## config.mk

```make
export PLATFORM = sky130hd
export DESIGN_NAME = uart_tx_ctrl_flat
export DESIGN_NICKNAME = d
export VERILOG_FILES = /design/src/rtl/uart_tx_ctrl_pkg.sv /design/src/rtl/uart_tx_ctrl_if.sv /design/src/rtl/uart_tx_ctrl_baud_gen.sv /design/src/rtl/uart_tx_ctrl.sv /design/src/flat_wrapper.sv
export SDC_FILE = /design/constraint.sdc
export NUM_CORES = 1
export LEC_CHECK = 0
export BUFFER_PORTS_ARGS = -buffer_cell sky130_fd_sc_hd__buf_2
export CORE_ASPECT_RATIO = 2
export CORE_MARGIN = 5
export CORE_UTILIZATION = 35
export CTS_CLUSTER_SIZE = 14
export DETAILED_ROUTE_END_ITERATION = 8
export PLACE_DENSITY_LB_ADDON = 0.12
export SLEW_MARGIN = 20
export SYNTH_ARGS = -nofsm -noshare
export SYNTH_HDL_FRONTEND = slang
export SYNTH_SLANG_ARGS = --single-unit
```

## constraint.sdc

```tcl
create_clock -name clk -period 2.8 [get_ports clk]
set_clock_uncertainty 0.05 [all_clocks]
set_input_delay 0.14 -clock clk [delete_from_list [all_inputs] [get_ports clk]]
set_output_delay 0.14 -clock clk [all_outputs]
set_load 0.005 [all_outputs]
```

## src/rtl/uart_tx_ctrl_pkg.sv

```systemverilog
// Shared UART TX definitions: FSM state encoding, default frame/baud constants
// and parity mode values, also used by the receive side.
package uart_tx_ctrl_pkg;

    typedef enum logic [2:0] {
        ST_IDLE   = 3'd0,
        ST_START  = 3'd1,
        ST_DATA   = 3'd2,
        ST_PARITY = 3'd3,
        ST_STOP   = 3'd4
    } tx_state_e;

    localparam int DEF_CLKS_PER_BIT = 868;   // 100 MHz / 115200 baud
    localparam int DEF_DATA_W       = 8;
    localparam int DEF_STOP_BITS    = 1;
    localparam int PARITY_MODE_EVEN = 0;
    localparam int PARITY_MODE_ODD  = 1;

    // Counter width able to hold 0..n-1, never narrower than one bit.
    function automatic int cnt_w(input int n);
        return (n > 1) ? $clog2(n) : 1;
    endfunction

endpackage

```

## src/rtl/uart_tx_ctrl_if.sv

```systemverilog
// Byte handshake between the TX byte source (FIFO/CPU) and the TX controller.
interface uart_tx_ctrl_if
    import uart_tx_ctrl_pkg::*;
#(
    parameter int DATA_W = DEF_DATA_W
);
    logic              tx_valid;
    logic [DATA_W-1:0] tx_data;
    logic              tx_ready;

    modport master (output tx_valid, output tx_data, input tx_ready);
    modport slave  (input tx_valid, input tx_data, output tx_ready);
endinterface

```

## src/rtl/uart_tx_ctrl_baud_gen.sv

```systemverilog
// Baud counter: tick is high in the last clock of every bit period; clr restarts the period.
module uart_tx_ctrl_baud_gen
    import uart_tx_ctrl_pkg::*;
#(
    parameter int CLKS_PER_BIT = DEF_CLKS_PER_BIT
)
(
    input  logic clk,
    input  logic rst,
    input  logic clr,
    output logic tick
);
    localparam int            CW   = cnt_w(CLKS_PER_BIT);
    localparam logic [CW-1:0] LAST = CW'(CLKS_PER_BIT - 1);

    logic [CW-1:0] cnt;

    assign tick = (cnt == LAST);

    always_ff @(posedge clk or posedge rst) begin
        if (rst)
            cnt <= '0;
        else if (clr || tick)
            cnt <= '0;
        else
            cnt <= cnt + 1'b1;
    end
endmodule

```

## src/rtl/uart_tx_ctrl.sv

```systemverilog
// UART transmit sequencer: accepts a byte, loads the external PISO and frames
// start / data (LSB first) / optional parity / stop bits onto txd.
module uart_tx_ctrl
    import uart_tx_ctrl_pkg::*;
#(
    parameter int CLKS_PER_BIT = DEF_CLKS_PER_BIT,
    parameter int DATA_W       = DEF_DATA_W,
    parameter int PARITY_EN    = 0,
    parameter int PARITY_ODD   = PARITY_MODE_EVEN,
    parameter int STOP_BITS    = DEF_STOP_BITS
)
(
    input  logic              clk,
    input  logic              rst,
    uart_tx_ctrl_if.slave     tx,
    output logic              piso_load,
    output logic [DATA_W-1:0] piso_data,
    output logic              piso_shift,
    input  logic              piso_bit,
    output logic              txd,
    output logic              busy,
    output logic              frame_done
);
    localparam int            BW        = cnt_w(DATA_W);
    localparam logic [BW-1:0] LAST_DATA = BW'(DATA_W - 1);
    localparam logic [BW-1:0] LAST_STOP = BW'(STOP_BITS - 1);

    tx_state_e     state;
    logic [BW-1:0] bit_cnt;
    logic          parity;
    logic          accept;
    logic          tick;

    assign accept     = (state == ST_IDLE) && tx.tx_valid;
    assign piso_shift = (state == ST_DATA) && tick;

    uart_tx_ctrl_baud_gen #(.CLKS_PER_BIT(CLKS_PER_BIT)) u_baud (
        .clk  (clk),
        .rst  (rst),
        .clr  (accept),
        .tick (tick)
    );

    // NOTE: sequential state uses non-blocking assignments so every register
    // samples the pre-edge values of the others, whatever the statement order.
    always_ff @(posedge clk or posedge rst) begin
        if (rst) begin
            state       <= ST_IDLE;
            bit_cnt     <= '0;
            parity      <= 1'b0;
            piso_data   <= '0;
            piso_load   <= 1'b0;
            busy        <= 1'b0;
            frame_done  <= 1'b0;
            tx.tx_ready <= 1'b1;
        end else begin
            piso_load  <= 1'b0;
            frame_done <= 1'b0;
            case (state)
                ST_IDLE: begin
                    if (tx.tx_valid) begin
                        piso_data   <= tx.tx_data;
                        parity      <= (^tx.tx_data) ^ (PARITY_ODD != 0);
                        piso_load   <= 1'b1;
                        bit_cnt     <= '0;
                        busy        <= 1'b1;
                        tx.tx_ready <= 1'b0;
                        state       <= ST_START;
                    end
                end
                ST_START: begin
                    if (tick)
                        state <= ST_DATA;
                end
                ST_DATA: begin
                    if (tick) begin
                        if (bit_cnt == LAST_DATA) begin
                            bit_cnt <= '0;
                            state   <= (PARITY_EN != 0) ? ST_PARITY : ST_STOP;
                        end else begin
                            bit_cnt <= bit_cnt + 1'b1;
                        end
                    end
                end
                ST_PARITY: begin
                    if (tick)
                        state <= ST_STOP;
                end
                ST_STOP: begin
                    if (tick) begin
                        if (bit_cnt == LAST_STOP) begin
                            bit_cnt     <= '0;
                            busy        <= 1'b0;
                            frame_done  <= 1'b1;
                            tx.tx_ready <= 1'b1;
                            state       <= ST_IDLE;
                        end else begin
                            bit_cnt <= bit_cnt + 1'b1;
                        end
                    end
                end
                default: state <= ST_IDLE;
            endcase
        end
    end

    // The line depends on registered state only, never on tx_valid/tx_data.
    always_comb begin
        // NOTE: default assignment first, so no path leaves txd unassigned and no latch is inferred.
        txd = 1'b1;
        case (state)
            ST_START:  txd = 1'b0;
            ST_DATA:   txd = piso_bit;
            ST_PARITY: txd = parity;
            default:   txd = 1'b1;
        endcase
    end
endmodule
```

## src/flat_wrapper.sv

```systemverilog
// flat-port wrapper written by rule: the top's interface ports become plain ports
module uart_tx_ctrl_flat import uart_tx_ctrl_pkg::*;
#(
    parameter int CLKS_PER_BIT = DEF_CLKS_PER_BIT,
    parameter int DATA_W       = DEF_DATA_W,
    parameter int PARITY_EN    = 0,
    parameter int PARITY_ODD   = PARITY_MODE_EVEN,
    parameter int STOP_BITS    = DEF_STOP_BITS
)
  (clk, rst, piso_load, piso_data, piso_shift, piso_bit, txd, busy, frame_done, tx_tx_valid, tx_tx_data, tx_tx_ready);
  uart_tx_ctrl_if #(.DATA_W(DATA_W)) tx_i ();
  input  logic clk;
  input  logic rst;
  output logic piso_load;
  output logic [DATA_W-1:0] piso_data;
  output logic piso_shift;
  input  logic piso_bit;
  output logic txd;
  output logic busy;
  output logic frame_done;
  input wire logic [$bits(tx_i.tx_valid)-1:0] tx_tx_valid;
  input wire logic [$bits(tx_i.tx_data)-1:0] tx_tx_data;
  output wire logic [$bits(tx_i.tx_ready)-1:0] tx_tx_ready;
  assign tx_i.tx_valid = tx_tx_valid;
  assign tx_i.tx_data = tx_tx_data;
  assign tx_tx_ready = tx_i.tx_ready;
  uart_tx_ctrl #(.CLKS_PER_BIT(CLKS_PER_BIT), .DATA_W(DATA_W), .PARITY_EN(PARITY_EN), .PARITY_ODD(PARITY_ODD), .STOP_BITS(STOP_BITS)) u_core (.clk(clk), .rst(rst), .tx(tx_i), .piso_load(piso_load), .piso_data(piso_data), .piso_shift(piso_shift), .piso_bit(piso_bit), .txd(txd), .busy(busy), .frame_done(frame_done));
endmodule
```

==> impl_metrics.tcl, run 1 <==
set metrics [dict create \
    status "complete, but fails checks" \
    violations "negative hold slack" \
    layout-drive-gt1-share_pct 29.19 \
    gp_congestion 0.7514 \
    peakVddDrop_mv 0.4596 \
    viasPerCell 4.925 \
    htreeDepth 2 \
    worstReg2RegStart "u_core.state[0]" \
    cts_tree "built" \
    grt_util_all_layers_pct 11.21 \
    hp-class "in2async" \
    cp_num_cells 5 \
    worst_pin_slew_ps 846.8 \
    rows 33 \
    power.total_mw 1.179 \
    yosys-mux-area-fraction_pct 7.574 \
    p_leak_nw 0.7903 \
    io_buffers 25 \
    tns_ps 0 \
    setup_viol 0 \
    endpoint_kind "output port" \
    finalNetCount 176 \
    grt_pass1_vias 1110 \
    core_area_mm2 0.004088 \
    place_ws_ps 1046 \
    worstSetupStartpointType "flop" \
    pwr-share-comb_pct 19.8 \
    r2r_cells 3 \
    synth_fp_nets 148 \
    insertion_delay_ps 270 \
    cts_buffers 5 \
    dieArea_mm2 0.005675 \
    max_stage_delay_ps 410 \
    ios 26 \
    synth_ff_type "dfrtp_1" \
    max_slew_margin_pct 43.49 \
    cts.sinks 29 \
    antenna_found_initial 0 \
    power_switching_uw 332.1 \
    synth_edf_count 0 \
    drc 0 \
    vias 1049 \
    post-cts-setup-buffers 0 \
    critPathMaxFanout 6 \
    area_growth_pct 16.77 \
    hold_viol_final 20 \
    crit_path_cell_trace "ha_1 -> and4b_1 -> and3b_1 -> and3_1 -> buf_2" \
    synth_adder_area_share_pct 3.404 \
    internal_power_uw 846.9 \
    cts_buffer_depth 2 \
    first_pass_iters 4 \
    path_class "reg2out" \
    startpoint "u_core.u_baud.cnt[0]" \
    worst-path-buf-inv 1 \
    required_ps 2610 \
    start_util_pct 35.97 \
    synthDistinctLibCells 39 \
    r2r-end "u_core.piso_data[1]" \
    maxCapViolations 0 \
    cp_slowest_cell "dfrtp_1" \
    sw_frac_of_total_pct 28.17 \
    timing.hold.ws_ps -21.89 \
    grt-ovfl-total 0 \
    drv_slew 0 \
    antenna_left 0 \
    critical-path-top-delay-family "simple AND/OR/NAND/NOR gates" \
    synth_xor_area_share_pct 8.936 \
    cp-endpoint "piso_shift" \
    cts_hold_buf 0 \
    ys_warn_count 0 \
    chipHeight_um 101.7 \
    rrSetupSlack_ps 1060 \
    ys_async_sr_fraction_pct 100.0 \
    rsz0062_at_grt "false" \
    fin_crit_ps 1883 \
    synth_cells 132 \
    die_w_um 55.83 \
    diodes 0 \
    routed_wl_um 2839 \
    synth_seq_area_share_pct 49.45 \
    synth-simple-area-share_pct 15.49 \
    arrival_ps 1690 \
    syn_area_mm2 0.001470 \
    grt_max_degree 23 \
    seqPwrFrac_pct 48.3 \
    clkPwrFrac_pct 31.9 \
    synth_top_family_by_area "simple AND/OR/NAND/NOR gates" \
    ys_seq_elements 29 \
    post-route-period-util_pct 67.26 \
    cts_root_buffer "clkbuf_8" \
    dpl.hpwl_um 2169 \
    cts-resized-gates 0 \
    cts.clk_slew.worst_paths_ps 60 \
    synth_compound_area_share_pct 9.021 \
    drt_iter0_markers 23 \
    avgRoutedWirePerCell_um 13.33 \
    fmax_mhz 531.0 \
    power_density_mw_per_mm2 686.8 \
    finalWorstSetupSlack_ps 916.8 \
    avgSynthCellArea_um2 11.14 \
    grt_pass1_wl_um 4940 \
]
[routing by layer]
metal,part of all wire [%],up-vias,global-route usage (%),wire length (µm)
met2,54,27,20.44,1535
li1,-,505,-,-
met5,0,-,0,0
met4,2.7,0,6.033,78
met1,39,505,11.34,1099
met3,4.4,12,3.316,125
[stage by stage]
step	utilization, %	std cells	area, µm²
after floorplan	-	132	1470
after global placement	39.52	205	1615
after detailed placement	39.52	205	1615
after CTS	42.00	213	1717
after global routing	42.00	213	1717
final	42.00	213	1717
[kinds of logic (layout without fill, tap and decap cells)]
| kind of cell | count (synthesis) | after routing |
|---|---|---|
| AOI/OAI and AO/OA | 18 | 18 |
| xor gates and xnor gates | 15 | 15 |
| adders and majority gates | 4 | 4 |
| buffers and inverters | 15 | 44 |
| DFF | 29 | 29 |
| muxes | 9 | 9 |
| and+or+nand+nor | 42 | 42 |
[cells in the final DEF (no fill, tap or decap), types with 2 or more instances in the layout]
cell / netlist / routed
a22oi_1: 2 / 2
dfrtp_1: 28 / 28
ha_1: 4 / 4
xnor2_1: 13 / 13
buf_2: 2 / 25
a21oi_1: 5 / 5
xor2_1: 2 / 2
nor3_1: 2 / 2
nand2_1: 3 / 3
mux2_4: 3 / 3
nor2_1: 19 / 19
mux2_2: 5 / 5
o21ai_0: 2 / 2
nand2b_1: 2 / 2
nand4_1: 3 / 3
inv_1: 10 / 10
clkbuf_8: 0 / 7
nand3_1: 4 / 4
[worst min path at each step]
| stage | startpoint | to | slack [ps] | cells after the start |
|---|---|---|---|---|
| floorplan | rst | u_core.bit_cnt[0] | 170 | 1 |
| global placement | rst | u_core.busy | 290 | 2 |
| detailed placement | rst | u_core.busy | 310 | 2 |
| CTS | rst | u_core.busy | 10 | 2 |
| global route | tx_tx_data[6] | u_core.piso_data[6] | 70 | 2 |
| finish | rst | u_core.piso_load | -20 | 2 |
[cell usage after synthesis, drive strengths merged (3+ instances only)]
library cell	instances	area, µm²
nand4	3	18.77
dfrtp	28	700.7
xnor2	13	113.9
inv	10	37.54
nor2	20	91.34
mux2	8	101.3
buf	5	52.55
nand3	4	20.02
ha	4	50.05
o21ai	3	26.28
a21oi	6	33.78
nand2	3	11.26
[state kept, by name, indices dropped and copies added, names as in the netlist]
register / flops
u_core.state: 3
u_core.piso_data: 8
u_core.busy: 1
u_core.tx.tx_ready: 1
u_core.bit_cnt: 3
u_core.piso_load: 1
u_core.u_baud.cnt: 10
u_core.frame_done: 1
u_core.parity: 1
[power by group through the flow]
| stage | clock, mW | sequential, mW | combinational (mW) |
|---|---|---|---|
| finish | 0.376 | 0.570 | 0.234 |
| global route | 0.409 | 0.583 | 0.270 |
| detailed placement | 0 | 0.580 | 0.242 |
| floorplan | 0 | 0.563 | 0.165 |
| global placement | 0 | 0.574 | 0.234 |
| CTS | 0.388 | 0.572 | 0.243 |
[final cells by class]
cell class                 instances  area, µm²
sequential                        29      726.9
fill                             408       2371
tap                               52      65.06
multi-input combinational         88      653.1
clock inverter                     1      5.005
clock buffer                       7      96.34
inverter                          10      37.54
timing repair buffer              26      132.6
[worst reg2reg max path: stages (launching register included)]
cell and delay (ps):
dfrtp_1 480, or3b_4 470, nor2_8 250, mux2_2 380
No activity file was read; power rests on OpenSTA's default activity.
==> run 2, diff against run 1 <==
ABC_AREA = 1   (was not set)
clock period = 1.7 ns   (was 2.8 ns; I/O delays follow)
==> impl_metrics.tcl, run 2 <==
set metrics [dict create \
    status "complete, no violations" \
    fmax_mhz 652.8 \
    ios 26 \
    power.total_mw 1.344 \
    path_class "reg2out" \
    arrival_ps 1400 \
    yosysMostFrequentCell "nand2_1" \
    avgSynthCellArea_um2 7.905 \
    synth_top_area_share_pct 46.17 \
    io_buffers 25 \
    ys_warn_count 0 \
    hp-class "in2reg" \
    synthDistinctLibCells 24 \
    critPathMaxFanout 3 \
    fillCellCount 459 \
    antenna_found_initial 0 \
    layout-drive-gt1-share_pct 21.89 \
    avgRoutedWirePerCell_um 11.89 \
    vias 1307 \
    seqCellArea_um2 726.9 \
    drc 0 \
    viasPerCell 4.554 \
    gp_congestion 0.7474 \
    chipHeight_um 103.1 \
    grt_pass1_vias 1399 \
    insertion_delay_ps 280 \
    max_slew_margin_pct 71.76 \
    antenna_left 0 \
    p_leak_nw 1.016 \
    post-route-period-util_pct 90.11 \
    regMostFlops "u_core.u_baud.cnt" \
    rows 34 \
    synthTopCellsByArea "dfrtp_1 (46%), nand2_1 (16%), inv_1 (4.9%)" \
    synth_top_cell_by_area "dfrtp_1" \
    grt_max_degree 30 \
    tns_ps 0 \
    cts_root_buffer "clkbuf_8" \
    dpl.hpwl_um 2711 \
    largest_reg_flops 10 \
    worst_pin_slew_ps 419.1 \
    synth_ff_type "dfrtp_1" \
    drt_iter0_markers 24 \
    rsz0062_at_grt "false" \
    synth_fp_nets 208 \
    synth_seq_area_share_pct 47.90 \
    multi_input_area_um2 690.7 \
    endpoint_kind "output port" \
    power_density_mw_per_mm2 716.1 \
    dieArea_mm2 0.005833 \
    diodes 0 \
    synth_edf_count 0 \
    worstSetupStartpointType "flop" \
    cts_tree "built" \
    die_w_um 56.57 \
    synth_cells 192 \
    fin_crit_ps 1532 \
    grt_util_all_layers_pct 13.95 \
    first_pass_iters 4 \
    drv_slew 0 \
    start_util_pct 35.32 \
    core_area_mm2 0.004297 \
    cts.clk_slew.worst_paths_ps 60 \
    ys_async_sr_fraction_pct 100.0 \
    ys_seq_elements 29 \
    peakVddDrop_mv 0.6091 \
    finalNetCount 248 \
    required_ps 1560 \
    syn_area_mm2 0.001518 \
    setup_viol 0 \
    reg_top3 "u_core.u_baud.cnt: 10 flops, u_core.piso_data: 8 flops" \
    htreeDepth 2 \
    hold_viol_final 0 \
    area_growth_pct 23.66 \
    mostFrequentLayoutCells "nand2_1 (66), dfrtp_1 (28), buf_2 (25)" \
    cts_buffer_depth 2 \
    routed_wl_um 3413 \
    cts.sinks 29 \
    grt_pass1_wl_um 6237 \
    synth_commonest_cells "nand2_1 (66), dfrtp_1 (28), inv_1 (20)" \
    final_common_cell "nand2_1" \
    grt-ovfl-total 0 \
    cts_buffers 5 \
    maxCapViolations 0 \
    fin_util_pct 43.68 \
]
## run 2: logic make-up after synthesis
group / synth area share [%]
AOI/OAI and AO/OA: 4.946
xor gates and xnor gates: 5.193
adders and majority gates: 3.298
buffers and inverters: 6.760
DFF: 47.90
and+or+nand+nor: 31.90
## run 2: stage by stage
step | instances | area, µm² | hold slack [ps] | setup WS [ps]
6_report | 287 | 1877 | 4.320 | 168.1
5_1_grt | 287 | 1877 | 10.78 | 40.60
4_1_cts | 287 | 1874 | 1.259 | 89.60
3_5_place_dp | 272 | 1717 | 141.4 | 118.1
3_3_place_gp | 272 | 1717 | 136.9 | 166.7
2_1_floorplan | 192 | 1518 | 112.4 | 290.4
## run 2: timing repair
action	4_1_cts	5_1_grt
buffers inserted	1	0
resized for setup	0	1
hold endpoints to repair	33	0
cloned	0	0
endpoints found under the setup margin	1	1
hold buffers	6	0
## run 2: final cells by class
class	instances	share of cell area, %
multi-input combinational	138	36.80
sequential	29	38.73
inverter	23	4.600
tap	54	3.600
timing repair buffer	35	11.47
clock buffer	8	4.800
## run 2: where the power goes
part	switching, mW	total [mW]	internal [mW]
Combinational	0.0432	0.0784	0.0352
Clock	0.246	0.575	0.329
Sequential	0	0.691	0.691
Total	0.289	1.34	1.06
## run 2: final timing paths
| path | from | to | slack, ps | cells past startpoint |
|---|---|---|---|---|
| setup reg to reg | u_core.u_baud.cnt[1] | u_core.state[0] | 260 | 8 |
| min in group asynchronous | rst | u_core.busy | 380 | 4 |
| hold reg to reg | u_core.tx.tx_ready | u_core.tx.tx_ready | 420 | 2 |
| max in group asynchronous | rst | u_core.tx.tx_ready | 910 | 4 |
| hold / removal | tx_tx_data[2] | u_core.piso_data[2] | 4 | 3 |
| setup / recovery | u_core.u_baud.cnt[1] | piso_shift | 170 | 6 |
## run 2: worst max-delay path: stages, from the launching register on
cell and delay [ps]:
dfrtp_1 370, ha_1 200, nand2_1 70, nor2_2 140, nand4_1 120, nor2_1 100
buf_2 120
## run 2: routing by layer
| layer | vias up | global-route usage [%] | part of all wire, % |
|---|---|---|---|
| met3 | 6 | 3.258 | 3.3 |
| met4 | 0 | 6.033 | 2.2 |
| met1 | 607 | 12.76 | 34 |
| li1 | 673 | - | - |
| met5 | - | 0 | 0 |
| met2 | 21 | 28.16 | 60 |
